--- src/rtl/grid_video_gen_if.sv ---
// rtl/grid_video_gen_if.sv - pixel and sync bundle from grid_video_gen to the TMDS encoders
interface grid_video_gen_if;
    logic [7:0] red;
    logic [7:0] green;
    logic [7:0] blue;
    logic       hsync;
    logic       vsync;
    logic       de;
    logic       frame_start;

    modport master (output red, green, blue, hsync, vsync, de, frame_start);
    modport slave  (input  red, green, blue, hsync, vsync, de, frame_start);
endinterface

--- src/rtl/grid_video_gen.sv ---
// rtl/grid_video_gen.sv - raster timing generator drawing a COLS x ROWS colour cell grid
module grid_video_gen #(
    parameter int H_ACTIVE     = 640,
    parameter int H_FP         = 16,
    parameter int H_SYNC       = 96,
    parameter int H_BP         = 48,
    parameter int V_ACTIVE     = 480,
    parameter int V_FP         = 10,
    parameter int V_SYNC       = 2,
    parameter int V_BP         = 33,
    parameter bit SYNC_POL     = 1'b1,
    parameter int COLS         = 3,
    parameter int ROWS         = 3,
    parameter int BORDER       = 2,
    parameter int BLINK_FRAMES = 30
) (
    input  logic                   pixclk,
    input  logic                   rst_n,
    input  logic [3*COLS*ROWS-1:0] cell_rgb,
    input  logic                   cursor_en,
    input  logic [7:0]             cursor_idx,
    grid_video_gen_if.master       vid
);
    localparam int H_TOTAL = H_ACTIVE + H_FP + H_SYNC + H_BP;
    localparam int V_TOTAL = V_ACTIVE + V_FP + V_SYNC + V_BP;
    localparam int XW      = $clog2(H_TOTAL + 1);
    localparam int YW      = $clog2(V_TOTAL + 1);
    localparam int CW      = H_ACTIVE / COLS;
    localparam int CH      = V_ACTIVE / ROWS;
    localparam int NBITS   = 3 * COLS * ROWS;
    localparam int FW      = $clog2(BLINK_FRAMES + 1);

    localparam logic [XW-1:0] X_LAST   = XW'(H_TOTAL - 1);
    localparam logic [XW-1:0] X_ACT    = XW'(H_ACTIVE);
    localparam logic [XW-1:0] HS_BEG   = XW'(H_ACTIVE + H_FP);
    localparam logic [XW-1:0] HS_END   = XW'(H_ACTIVE + H_FP + H_SYNC);
    localparam logic [XW-1:0] CW_LAST  = XW'(CW - 1);
    localparam logic [XW-1:0] B_X      = XW'(BORDER);
    localparam logic [YW-1:0] Y_LAST   = YW'(V_TOTAL - 1);
    localparam logic [YW-1:0] Y_ACT    = YW'(V_ACTIVE);
    localparam logic [YW-1:0] VS_BEG   = YW'(V_ACTIVE + V_FP);
    localparam logic [YW-1:0] VS_END   = YW'(V_ACTIVE + V_FP + V_SYNC);
    localparam logic [YW-1:0] CH_LAST  = YW'(CH - 1);
    localparam logic [YW-1:0] B_Y      = YW'(BORDER);
    localparam logic [3:0]    COL_LAST = 4'(COLS - 1);
    localparam logic [3:0]    ROW_LAST = 4'(ROWS - 1);
    localparam logic [FW-1:0] FC_LAST  = FW'(BLINK_FRAMES - 1);

    if (COLS < 1 || COLS > 16 || ROWS < 1 || ROWS > 16 || BLINK_FRAMES < 1 ||
        BORDER < 0 || BORDER >= CW || BORDER >= CH) begin : g_bad_params
        $error("grid_video_gen: illegal parameter combination");
    end

    // raster position, cell position and offset inside the cell
    logic [XW-1:0]    x_q, x_d, xs_q, xs_d;
    logic [YW-1:0]    y_q, y_d, ys_q, ys_d;
    logic [3:0]       col_q, col_d, row_q, row_d;
    // per-frame snapshot of the inputs and the blink state
    logic [NBITS-1:0] snap_rgb_q, snap_rgb_d;
    logic             snap_cen_q, snap_cen_d;
    logic [7:0]       snap_cidx_q, snap_cidx_d;
    logic             snap_blink_q, snap_blink_d;
    logic [FW-1:0]    frame_cnt_q, frame_cnt_d;
    logic             blink_next_q, blink_next_d;
    // pipeline stage 1: decoded position
    logic             s1_de_q, s1_de_d, s1_hs_q, s1_hs_d;
    logic             s1_vs_q, s1_vs_d, s1_fs_q, s1_fs_d;
    logic [2:0]       s1_rgb_q, s1_rgb_d;
    // pipeline stage 2: registered outputs
    logic [7:0]       red_q, red_d, green_q, green_d, blue_q, blue_d;
    logic             hsync_q, hsync_d, vsync_q, vsync_d;
    logic             de_q, de_d, frame_start_q, frame_start_d;

    logic             x_wrap, frame_end, active, border_hit, cursor_hit;
    logic [7:0]       cell_idx;
    logic [2:0]       cell_bits;

    assign x_wrap     = (x_q == X_LAST);
    assign frame_end  = x_wrap && (y_q == Y_LAST);
    assign active     = (x_q < X_ACT) && (y_q < Y_ACT);
    assign cell_idx   = 8'(row_q) * 8'(COLS) + 8'(col_q);
    assign cell_bits  = snap_rgb_q[3*cell_idx +: 3];
    assign border_hit = ((col_q != 4'd0) && (xs_q < B_X)) ||
                        ((row_q != 4'd0) && (ys_q < B_Y));
    assign cursor_hit = snap_cen_q && snap_blink_q && (cell_idx == snap_cidx_q);

    // next-state: counters, snapshot, blink bookkeeping and the two pipeline stages
    always_comb begin
        x_d           = x_q;
        y_d           = y_q;
        xs_d          = xs_q;
        ys_d          = ys_q;
        col_d         = col_q;
        row_d         = row_q;
        snap_rgb_d    = snap_rgb_q;
        snap_cen_d    = snap_cen_q;
        snap_cidx_d   = snap_cidx_q;
        snap_blink_d  = snap_blink_q;
        frame_cnt_d   = frame_cnt_q;
        blink_next_d  = blink_next_q;

        // horizontal: the last column keeps counting, absorbing the remainder
        if (x_wrap) begin
            x_d   = '0;
            xs_d  = '0;
            col_d = '0;
        end else begin
            x_d = x_q + 1'b1;
            if ((xs_q == CW_LAST) && (col_q != COL_LAST)) begin
                xs_d  = '0;
                col_d = col_q + 1'b1;
            end else begin
                xs_d = xs_q + 1'b1;
            end
        end

        // vertical advances once per line, on the horizontal wrap
        if (x_wrap) begin
            if (frame_end) begin
                y_d   = '0;
                ys_d  = '0;
                row_d = '0;
            end else begin
                y_d = y_q + 1'b1;
                if ((ys_q == CH_LAST) && (row_q != ROW_LAST)) begin
                    ys_d  = '0;
                    row_d = row_q + 1'b1;
                end else begin
                    ys_d = ys_q + 1'b1;
                end
            end
        end

        // blink toggles are staged in blink_next and only picked up at frame end
        if (frame_start_q) begin
            if (frame_cnt_q == FC_LAST) begin
                frame_cnt_d  = '0;
                blink_next_d = ~blink_next_q;
            end else begin
                frame_cnt_d = frame_cnt_q + 1'b1;
            end
        end

        if (frame_end) begin
            snap_rgb_d   = cell_rgb;
            snap_cen_d   = cursor_en;
            snap_cidx_d  = cursor_idx;
            snap_blink_d = blink_next_q;
        end

        s1_de_d = active;
        s1_hs_d = (x_q >= HS_BEG) && (x_q < HS_END);
        s1_vs_d = (y_q >= VS_BEG) && (y_q < VS_END);
        s1_fs_d = (x_q == '0) && (y_q == '0);
        if (!active)         s1_rgb_d = 3'b000;
        else if (border_hit) s1_rgb_d = 3'b111;
        else if (cursor_hit) s1_rgb_d = ~cell_bits;
        else                 s1_rgb_d = cell_bits;

        red_d         = {8{s1_rgb_q[2]}};
        green_d       = {8{s1_rgb_q[1]}};
        blue_d        = {8{s1_rgb_q[0]}};
        hsync_d       = s1_hs_q ? SYNC_POL : ~SYNC_POL;
        vsync_d       = s1_vs_q ? SYNC_POL : ~SYNC_POL;
        de_d          = s1_de_q;
        frame_start_d = s1_fs_q;
    end

    // state registers, all cleared asynchronously
    always_ff @(posedge pixclk or negedge rst_n) begin
        if (!rst_n) begin
            x_q           <= '0;
            y_q           <= '0;
            xs_q          <= '0;
            ys_q          <= '0;
            col_q         <= '0;
            row_q         <= '0;
            snap_rgb_q    <= '0;
            snap_cen_q    <= 1'b0;
            snap_cidx_q   <= '0;
            snap_blink_q  <= 1'b0;
            frame_cnt_q   <= '0;
            blink_next_q  <= 1'b0;
            s1_de_q       <= 1'b0;
            s1_hs_q       <= 1'b0;
            s1_vs_q       <= 1'b0;
            s1_fs_q       <= 1'b0;
            s1_rgb_q      <= '0;
            red_q         <= '0;
            green_q       <= '0;
            blue_q        <= '0;
            hsync_q       <= ~SYNC_POL;
            vsync_q       <= ~SYNC_POL;
            de_q          <= 1'b0;
            frame_start_q <= 1'b0;
        end else begin
            x_q           <= x_d;
            y_q           <= y_d;
            xs_q          <= xs_d;
            ys_q          <= ys_d;
            col_q         <= col_d;
            row_q         <= row_d;
            snap_rgb_q    <= snap_rgb_d;
            snap_cen_q    <= snap_cen_d;
            snap_cidx_q   <= snap_cidx_d;
            snap_blink_q  <= snap_blink_d;
            frame_cnt_q   <= frame_cnt_d;
            blink_next_q  <= blink_next_d;
            s1_de_q       <= s1_de_d;
            s1_hs_q       <= s1_hs_d;
            s1_vs_q       <= s1_vs_d;
            s1_fs_q       <= s1_fs_d;
            s1_rgb_q      <= s1_rgb_d;
            red_q         <= red_d;
            green_q       <= green_d;
            blue_q        <= blue_d;
            hsync_q       <= hsync_d;
            vsync_q       <= vsync_d;
            de_q          <= de_d;
            frame_start_q <= frame_start_d;
        end
    end

    assign vid.red         = red_q;
    assign vid.green       = green_q;
    assign vid.blue        = blue_q;
    assign vid.hsync       = hsync_q;
    assign vid.vsync       = vsync_q;
    assign vid.de          = de_q;
    assign vid.frame_start = frame_start_q;
endmodule

--- src/flat_wrapper.sv ---
// flat-port wrapper written by rule: the top's interface ports become plain ports
module grid_video_gen_flat 
#(
    parameter int H_ACTIVE     = 640,
    parameter int H_FP         = 16,
    parameter int H_SYNC       = 96,
    parameter int H_BP         = 48,
    parameter int V_ACTIVE     = 480,
    parameter int V_FP         = 10,
    parameter int V_SYNC       = 2,
    parameter int V_BP         = 33,
    parameter bit SYNC_POL     = 1'b1,
    parameter int COLS         = 3,
    parameter int ROWS         = 3,
    parameter int BORDER       = 2,
    parameter int BLINK_FRAMES = 30
)
  (pixclk, rst_n, cell_rgb, cursor_en, cursor_idx, vid_red, vid_green, vid_blue, vid_hsync, vid_vsync, vid_de, vid_frame_start);
  grid_video_gen_if vid_i ();
  input  logic pixclk;
  input  logic rst_n;
  input  logic [3*COLS*ROWS-1:0] cell_rgb;
  input  logic cursor_en;
  input  logic [7:0] cursor_idx;
  output wire logic [$bits(vid_i.red)-1:0] vid_red;
  output wire logic [$bits(vid_i.green)-1:0] vid_green;
  output wire logic [$bits(vid_i.blue)-1:0] vid_blue;
  output wire logic [$bits(vid_i.hsync)-1:0] vid_hsync;
  output wire logic [$bits(vid_i.vsync)-1:0] vid_vsync;
  output wire logic [$bits(vid_i.de)-1:0] vid_de;
  output wire logic [$bits(vid_i.frame_start)-1:0] vid_frame_start;
  assign vid_red = vid_i.red;
  assign vid_green = vid_i.green;
  assign vid_blue = vid_i.blue;
  assign vid_hsync = vid_i.hsync;
  assign vid_vsync = vid_i.vsync;
  assign vid_de = vid_i.de;
  assign vid_frame_start = vid_i.frame_start;
  grid_video_gen #(.H_ACTIVE(H_ACTIVE), .H_FP(H_FP), .H_SYNC(H_SYNC), .H_BP(H_BP), .V_ACTIVE(V_ACTIVE), .V_FP(V_FP), .V_SYNC(V_SYNC), .V_BP(V_BP), .SYNC_POL(SYNC_POL), .COLS(COLS), .ROWS(ROWS), .BORDER(BORDER), .BLINK_FRAMES(BLINK_FRAMES)) u_core (.pixclk(pixclk), .rst_n(rst_n), .cell_rgb(cell_rgb), .cursor_en(cursor_en), .cursor_idx(cursor_idx), .vid(vid_i));
endmodule
--- config.mk ---
export PLATFORM = sky130hd
export DESIGN_NAME = grid_video_gen_flat
export DESIGN_NICKNAME = d
export VERILOG_FILES = /design/src/rtl/grid_video_gen_if.sv /design/src/rtl/grid_video_gen.sv /design/src/flat_wrapper.sv
export SDC_FILE = /design/constraint.sdc
export NUM_CORES = 1
export LEC_CHECK = 0
export CAP_MARGIN = 20
export CORE_MARGIN = 5
export CORE_UTILIZATION = 48
export DETAILED_ROUTE_END_ITERATION = 16
export PLACE_DENSITY = 0.7
export SYNTH_ARGS = -nofsm -noshare
export SYNTH_HDL_FRONTEND = slang
export SYNTH_SLANG_ARGS = --single-unit
--- constraint.sdc ---
create_clock -name pixclk -period 3.5 [get_ports pixclk]
set_input_delay 0.7 -clock pixclk [delete_from_list [all_inputs] [get_ports pixclk]]
set_output_delay 0.7 -clock pixclk [all_outputs]
set_load 0.05 [all_outputs]
==> flow_summary.toml, run 1 <==
[global_routing]
antenna_found_initial = 0
grt_max_degree = 78
grt_pass1_wl_um = 17340
grt_usage = 0.1641
grt_pass1_vias = 3512
grt_overflow = 0

[placed_design]
hpwl_um = 7235
port_buffers = 65
gp_congestion = 0.7846
place_inst = 650

[clocking]
cts_made_buffers = 9
clock-sinks = 105
cts_setup_buffers = 0
clkLatencyLatePin_ps = 350
postCtsHoldBufs = 0
cts_buffer_depth = 2
cts_tree = "yes"
ctsResizeCount = 0
cts-root-buf = "clkbuf_16"
clkSlewWorstSetupHoldPaths_ps = 70
htree_levels = 3

[synthesis]
post-synth-top-count-cell = "dfrtp_1"
ys_top_cells_by_count = "dfrtp_1, mux2_1, nor2_1"
post_synth_instance_area_um2 = 5405
avgSynthCellArea_um2 = 11.21
synth_compound_area_frac = 0.07569
synth_nets = 546
synth_ff_type = "dfrtp_1"
synth_fa_ha_area_frac = 0.06574
yosys.area_share.simple = 0.1456
yosysSeqAreaShare = 0.4861
ys_warn_count = 0
synth_edf_count = 0
synth_seq_cells = 105
synthDistinctLibCells = 56
synth_top_family_by_area = "simple AND/OR/NAND/NOR gates"
synth_mux_area_frac = 0.1069
synth_top_area_frac = 0.4861
async_flop_share = 1.000
synth_area_leaders = "dfrtp_1, mux2_1, ha_1"
syn-instance-count = 482
yosysTopAreaCell = "dfrtp_1"
synth_xor_xnor_area_share = 0.06088

[setup_path]
cp.depth = 8
path_buf_inv = 0
reg2reg_depth = 8
endpoint_kind = "register"
startpoint_type = "register"
crit_arrival_ps = 3470
cp.required_ps = 3710
slowest_delay_ps = 760
crit_fanout = 10
crit_chain = "fa_1 > ha_1 > fa_1 > xnor2_1 > nand3_1 > or4_1 > xor2_1 > a21oi_1"
cp_slowest_cell = "fa_1"
crit_type = "register to register"
path_common_cell = "fa_1"
crit_family = "adder cells"

[routing]
dr.first_iter.drc_count = 227
drc = 0
routedWlPerCell_um = 15.25
vias = 3601
drt_pass1_iterations = 4
routed_wl_um = 10170
via_per_inst = 5.399
ant_nets = 0

[pwr]
peakVddDrop_v = 0.0003293
power_switching_uw = 464.1
p_leak_uw = 0.002952
power_frac_clock = 0.421
comb_power_share = 0.031
p_seq_frac = 0.547
powerDensity_nw_per_um2 = 351.1
swShare = 0.2094
intPower_uw = 1752
power_uw = 2216

[sta]
worst-slew-pin-transition_ps = 522.8
period_needed_ps = 3257
fin_crit_sh = 0.9307
slew_headroom = 0.6515
drv_slew = 0
fmax_mhz = 307.0
skew_ps = 8.786
setup-tns-final_ps = 0
hold_violations = 0
rsz0062_at_grt = "no"
setup_viol = 0
whs_ps = 324.2

[run_status]
status = "finished clean"

[layout]
drive_gt1_frac = 0.06641
area_growth_syn_to_layout_pct = 16.76
n_antenna_cell = 0
instances_no_fill = 667
nets = 586

[floorplanning]
die_h_um = 116.1
coreArea_um2 = 10940
start_util = 0.4943
dieArea_um2 = 13480
rows = 38
io_pins = 66
die_width_um = 116.1

[worst_hold_path]
hp-class = "primary input to async pin"

[run]
cap_violations = 0
## path summary, 6_finish.rpt
check                                start                  to  slack, ps
max in group asynchronous            rst_n       u_core.x_q[6]       2340
setup / recovery           u_core.row_q[1]  u_core.s1_rgb_q[2]        240
hold / removal                       rst_n      u_core.xs_q[0]        320
hold reg to reg             u_core.s1_vs_q    u_core.vid.vsync        350
min in group pixclk         u_core.s1_vs_q    u_core.vid.vsync        350
setup reg to reg           u_core.row_q[1]  u_core.s1_rgb_q[2]        240
## cells in the final DEF (no fill, tap or decap), drive strengths merged, types with 4 or more instances in the layout
cell type / count
fa: 4
clkbuf: 11
nor4: 8
xor2: 22
and4: 4
mux2: 38
nand2b: 8
inv: 17
buf: 6
mux4: 4
nand3: 19
clkdlybuf4s50: 64
nor3: 4
and3: 12
dfrtp: 105
o21ai: 29
ha: 22
clkinv: 4
a21oi: 13
nand4: 9
mux2i: 6
nor2: 32
nand2: 30
xnor2: 13
## stage by stage
step	util	area [um2]	worst slack (ps)
5_1_grt	0.5771	6311	22.32
3_5_place_dp	0.5502	6017	222.0
6_report	0.5771	6311	242.6
3_3_place_gp	0.5502	6017	325.9
2_1_floorplan	-	5405	355.5
4_1_cts	0.5753	6291	207.0
## worst register-to-register path, cell delays in order (launching register included)
cell and delay, ps:
dfrtp_1 500, fa_1 470, ha_1 240, fa_1 760, xnor2_1 170, nand3_1 80
or4_1 620, xor2_1 200, a21oi_1 80
## layout make-up
cell class / count / area (um2)
flip-flops and latches: 105 / 2628
well taps: 140 / 175.2
inverters: 17 / 63.81
clock buffers: 11 / 242.7
fillers: 923 / 4624
clock inverters: 5 / 31.28
repair buffers: 70 / 710.7
multi-input cells: 319 / 2460
## cell families after synthesis
kind of cell	Yosys count
AND/OR/NAND/NOR	145
flip-flops	105
AO/OA/AOI/OAI	64
buffers and inverters	58
multiplexers	48
XOR/XNOR	36
adder cells (fa/ha/maj)	26
## registers in the layout, summed over array words and instances (netlist names), 3 cells and up
signal,cells
u_core.s1_rgb_q,3
u_core.snap_rgb_q,27
u_core.xs_q,10
u_core.row_q,4
u_core.x_q,10
u_core.frame_cnt_q,5
u_core.col_q,4
u_core.ys_q,10
u_core.y_q,10
u_core.snap_cidx_q,8
## per-layer routing
metal,global-route usage,up-vias,part of all wire
met5,0,-,0
met4,0.04640,0,0.012
met3,0.04663,13,0.053
met2,0.2658,76,0.48
met1,0.2178,1775,0.46
li1,-,1737,-
## power groups by stage
| stage | clock, uW | sequential (uW) | combinational (uW) |
|---|---|---|---|
| after floorplan | 0 | 1240 | 0.380 |
| after CTS | 961 | 1210 | 69.6 |
| after global placement | 0 | 1240 | 68.8 |
| after detailed placement | 0 | 1240 | 69.3 |
| final | 934 | 1210 | 69.3 |
| after global routing | 1010 | 1210 | 78.7 |
Power figures use the tool's default switching activity.
==> inputs of run 2 (changes only) <==
--- a/config.mk
+++ b/config.mk
@@ -5,6 +5,7 @@
 export SDC_FILE = /design/constraint.sdc
 export NUM_CORES = 1
 export LEC_CHECK = 0
+export ABC_CLOCK_PERIOD_IN_PS = 3500
 export CAP_MARGIN = 20
 export CORE_MARGIN = 5
 export CORE_UTILIZATION = 48
==> results of run 2 <==
Final layout, timing and power as in run 1 (identical DEF).
==> inputs of run 3 (changes only) <==
--- a/config.mk
+++ b/config.mk
@@ -5,6 +5,7 @@
 export SDC_FILE = /design/constraint.sdc
 export NUM_CORES = 1
 export LEC_CHECK = 0
+export ABC_AREA = 1
 export ABC_CLOCK_PERIOD_IN_PS = 3500
 export CAP_MARGIN = 20
 export CORE_MARGIN = 5
==> flow_summary.toml, run 3 <==
[placed_design]
hpwl_um = 8450
gp_congestion = 0.8689
port_buffers = 65
dp_slack_ps = 545.3

[synthesis]
post_synth_instance_area_um2 = 5610
synth_ff_type = "dfrtp_1"
synth_nets = 763
post-synth-top-count-cell = "nand2_1"
ys_top_cells_by_count = "nand2_1, dfrtp_1, inv_1"
synth_area_leaders = "dfrtp_1, nand2_1, inv_1"
syn-instance-count = 699
synth_top_area_frac = 0.4683
yosysSeqAreaShare = 0.4683
ys_warn_count = 0
avgSynthCellArea_um2 = 8.026
async_flop_share = 1.000
synthDistinctLibCells = 34
synth_edf_count = 0
yosysTopAreaCell = "dfrtp_1"
synth_seq_cells = 105

[sta]
setup-tns-final_ps = 0
worst-slew-pin-transition_ps = 737.9
fmax_mhz = 335.6
drv_slew = 0
fin_crit_sh = 0.8514
hold_violations = 0
period_needed_ps = 2980
skew_ps = 11.55
setup_viol = 0
finalWorstSetupSlack_ps = 520.2
slew_headroom = 0.5076
rsz0062_at_grt = "no"

[setup_path]
crit_fanout = 7
startpoint_type = "register"
endpoint_kind = "register"
r2r_slack_ps = 520
path_common_cell = "nor2_1"
reg2reg_depth = 13
slowest_delay_ps = 550
cp_slowest_cell = "fa_1"
crit_chain = "fa_1 > ha_1 > fa_1 > inv_1 > nand2_1 > nand2_1 > nand2_1 > nor2_1 > nand4_1 > nor2_1 > nor2_1 > nor2_1 > nor2_1"
crit_arrival_ps = 3210
crit_type = "register to register"
cp.required_ps = 3730

[floorplanning]
die_width_um = 118.1
coreArea_um2 = 11420
rows = 39
io_pins = 66
start_util = 0.4913
dieArea_um2 = 13950
die_h_um = 118.1

[global_routing]
antenna_found_initial = 0
grt_pass1_vias = 4514
grt_pass1_wl_um = 20250
grt_overflow = 0
grt_max_degree = 59
grt_usage = 0.1732

[clocking]
cts-root-buf = "clkbuf_16"
cts_buffer_depth = 2
ctsResizeCount = 0
postCtsHoldBufs = 0
clkLatencyLatePin_ps = 350
clock-sinks = 105
cts_tree = "yes"
htree_levels = 3
cts_setup_buffers = 0
clkSlewWorstSetupHoldPaths_ps = 80
cts_made_buffers = 9

[layout]
fillers = 1037
layout_common_cells = "nand2_1, dfrtp_1, inv_1, clkdlybuf4s50_1, nor2_1"
area_growth_syn_to_layout_pct = 16.26
drive_gt1_frac = 0.04819
nets = 806
final_common_cell = "nand2_1"
n_antenna_cell = 0
utilization = 0.5712
largest_register = "u_core.snap_rgb_q"
largest_reg_flops = 27

[routing]
vias = 4518
via_per_inst = 5.076
ant_nets = 0
drc = 0
routedWlPerCell_um = 13.03
routed_wl_um = 11600
drt_pass1_iterations = 5
dr.first_iter.drc_count = 319

[pwr]
powerDensity_nw_per_um2 = 346.0
peakVddDrop_v = 0.0002852
p_leak_uw = 0.003185

[run_status]
status = "finished clean"

[worst_hold_path]
hp-class = "primary input to async pin"

[run]
cap_violations = 0
run 3: cell count changes after synthesis, sizes merged, moves of 10 or more:
cell | before | now
nand2 | 30 | 187
xor2 | 22 | 12
mux2 | 38 | 0
nor2 | 32 | 66
nand3 | 19 | 55
nor3 | 4 | 22
inv | 17 | 101
and3 | 12 | 0
run 3: path summary, 6_finish.rpt:
kind                                  from                     to
max in group asynchronous            rst_n          u_core.x_q[1]
setup / recovery           u_core.row_q[0]     u_core.s1_rgb_q[2]
min in group pixclk            u_core.de_d          u_core.vid.de
hold / removal                       rst_n  u_core.snap_rgb_q[18]
hold reg to reg                u_core.de_d          u_core.vid.de
setup reg to reg           u_core.row_q[0]     u_core.s1_rgb_q[2]
run 3: logic make-up after synthesis:
kind of cell             after synthesis  share of synthesized area
buffers and inverters                138                     0.1115
adder cells (fa/ha/maj)               26                    0.06334
flip-flops                           105                     0.4683
AO/OA/AOI/OAI                         65                    0.06110
XOR/XNOR                              16                    0.02498
AND/OR/NAND/NOR                      349                     0.2707
run 3: through the flow:
step | power (uW) | area [um2] | hold slack, ps | instances
3_5_place_dp | 1304 | 6235 | 340.5 | 874
3_3_place_gp | 1304 | 6235 | 336.3 | 874
5_1_grt | 2350 | 6523 | 362.3 | 890
6_report | 2257 | 6523 | 349.4 | 890
2_1_floorplan | 1236 | 5610 | 331.2 | 699
4_1_cts | 2285 | 6523 | 352.3 | 890
run 3: cell type report:
cell class                 instances  area (um2)  area share
clock inverter                     6       48.80    0.007481
clock buffer                      10       239.0     0.03664
sequential                       105        2628      0.4028
timing repair buffer              68       683.2      0.1047
inverter                         102       382.9     0.05870
multi-input combinational        456        2362      0.3622
tap                              143       178.9     0.02743
run 3: power by group:
group	internal, uW	switching (uW)	total, uW
sequential	1210	0	1210
clock	511	467	978
combinational	37.7	29.3	67.0
total	1760	496	2260
run 3: routing by layer:
metal	up-vias	global-route usage	wire, um
li1	2261	-	-
met1	2144	0.2211	5275
met2	96	0.2831	5515
met3	17	0.04901	594
met4	0	0.05950	212
met5	-	0	0
run 3: critical path, delay by kind of cell, from the launching register on:
family / cells / cell delay (ps)
adder cells (fa/ha/maj): 3 / 1300
buffers and inverters: 1 / 150
flip-flops: 1 / 470
AND/OR/NAND/NOR: 9 / 930
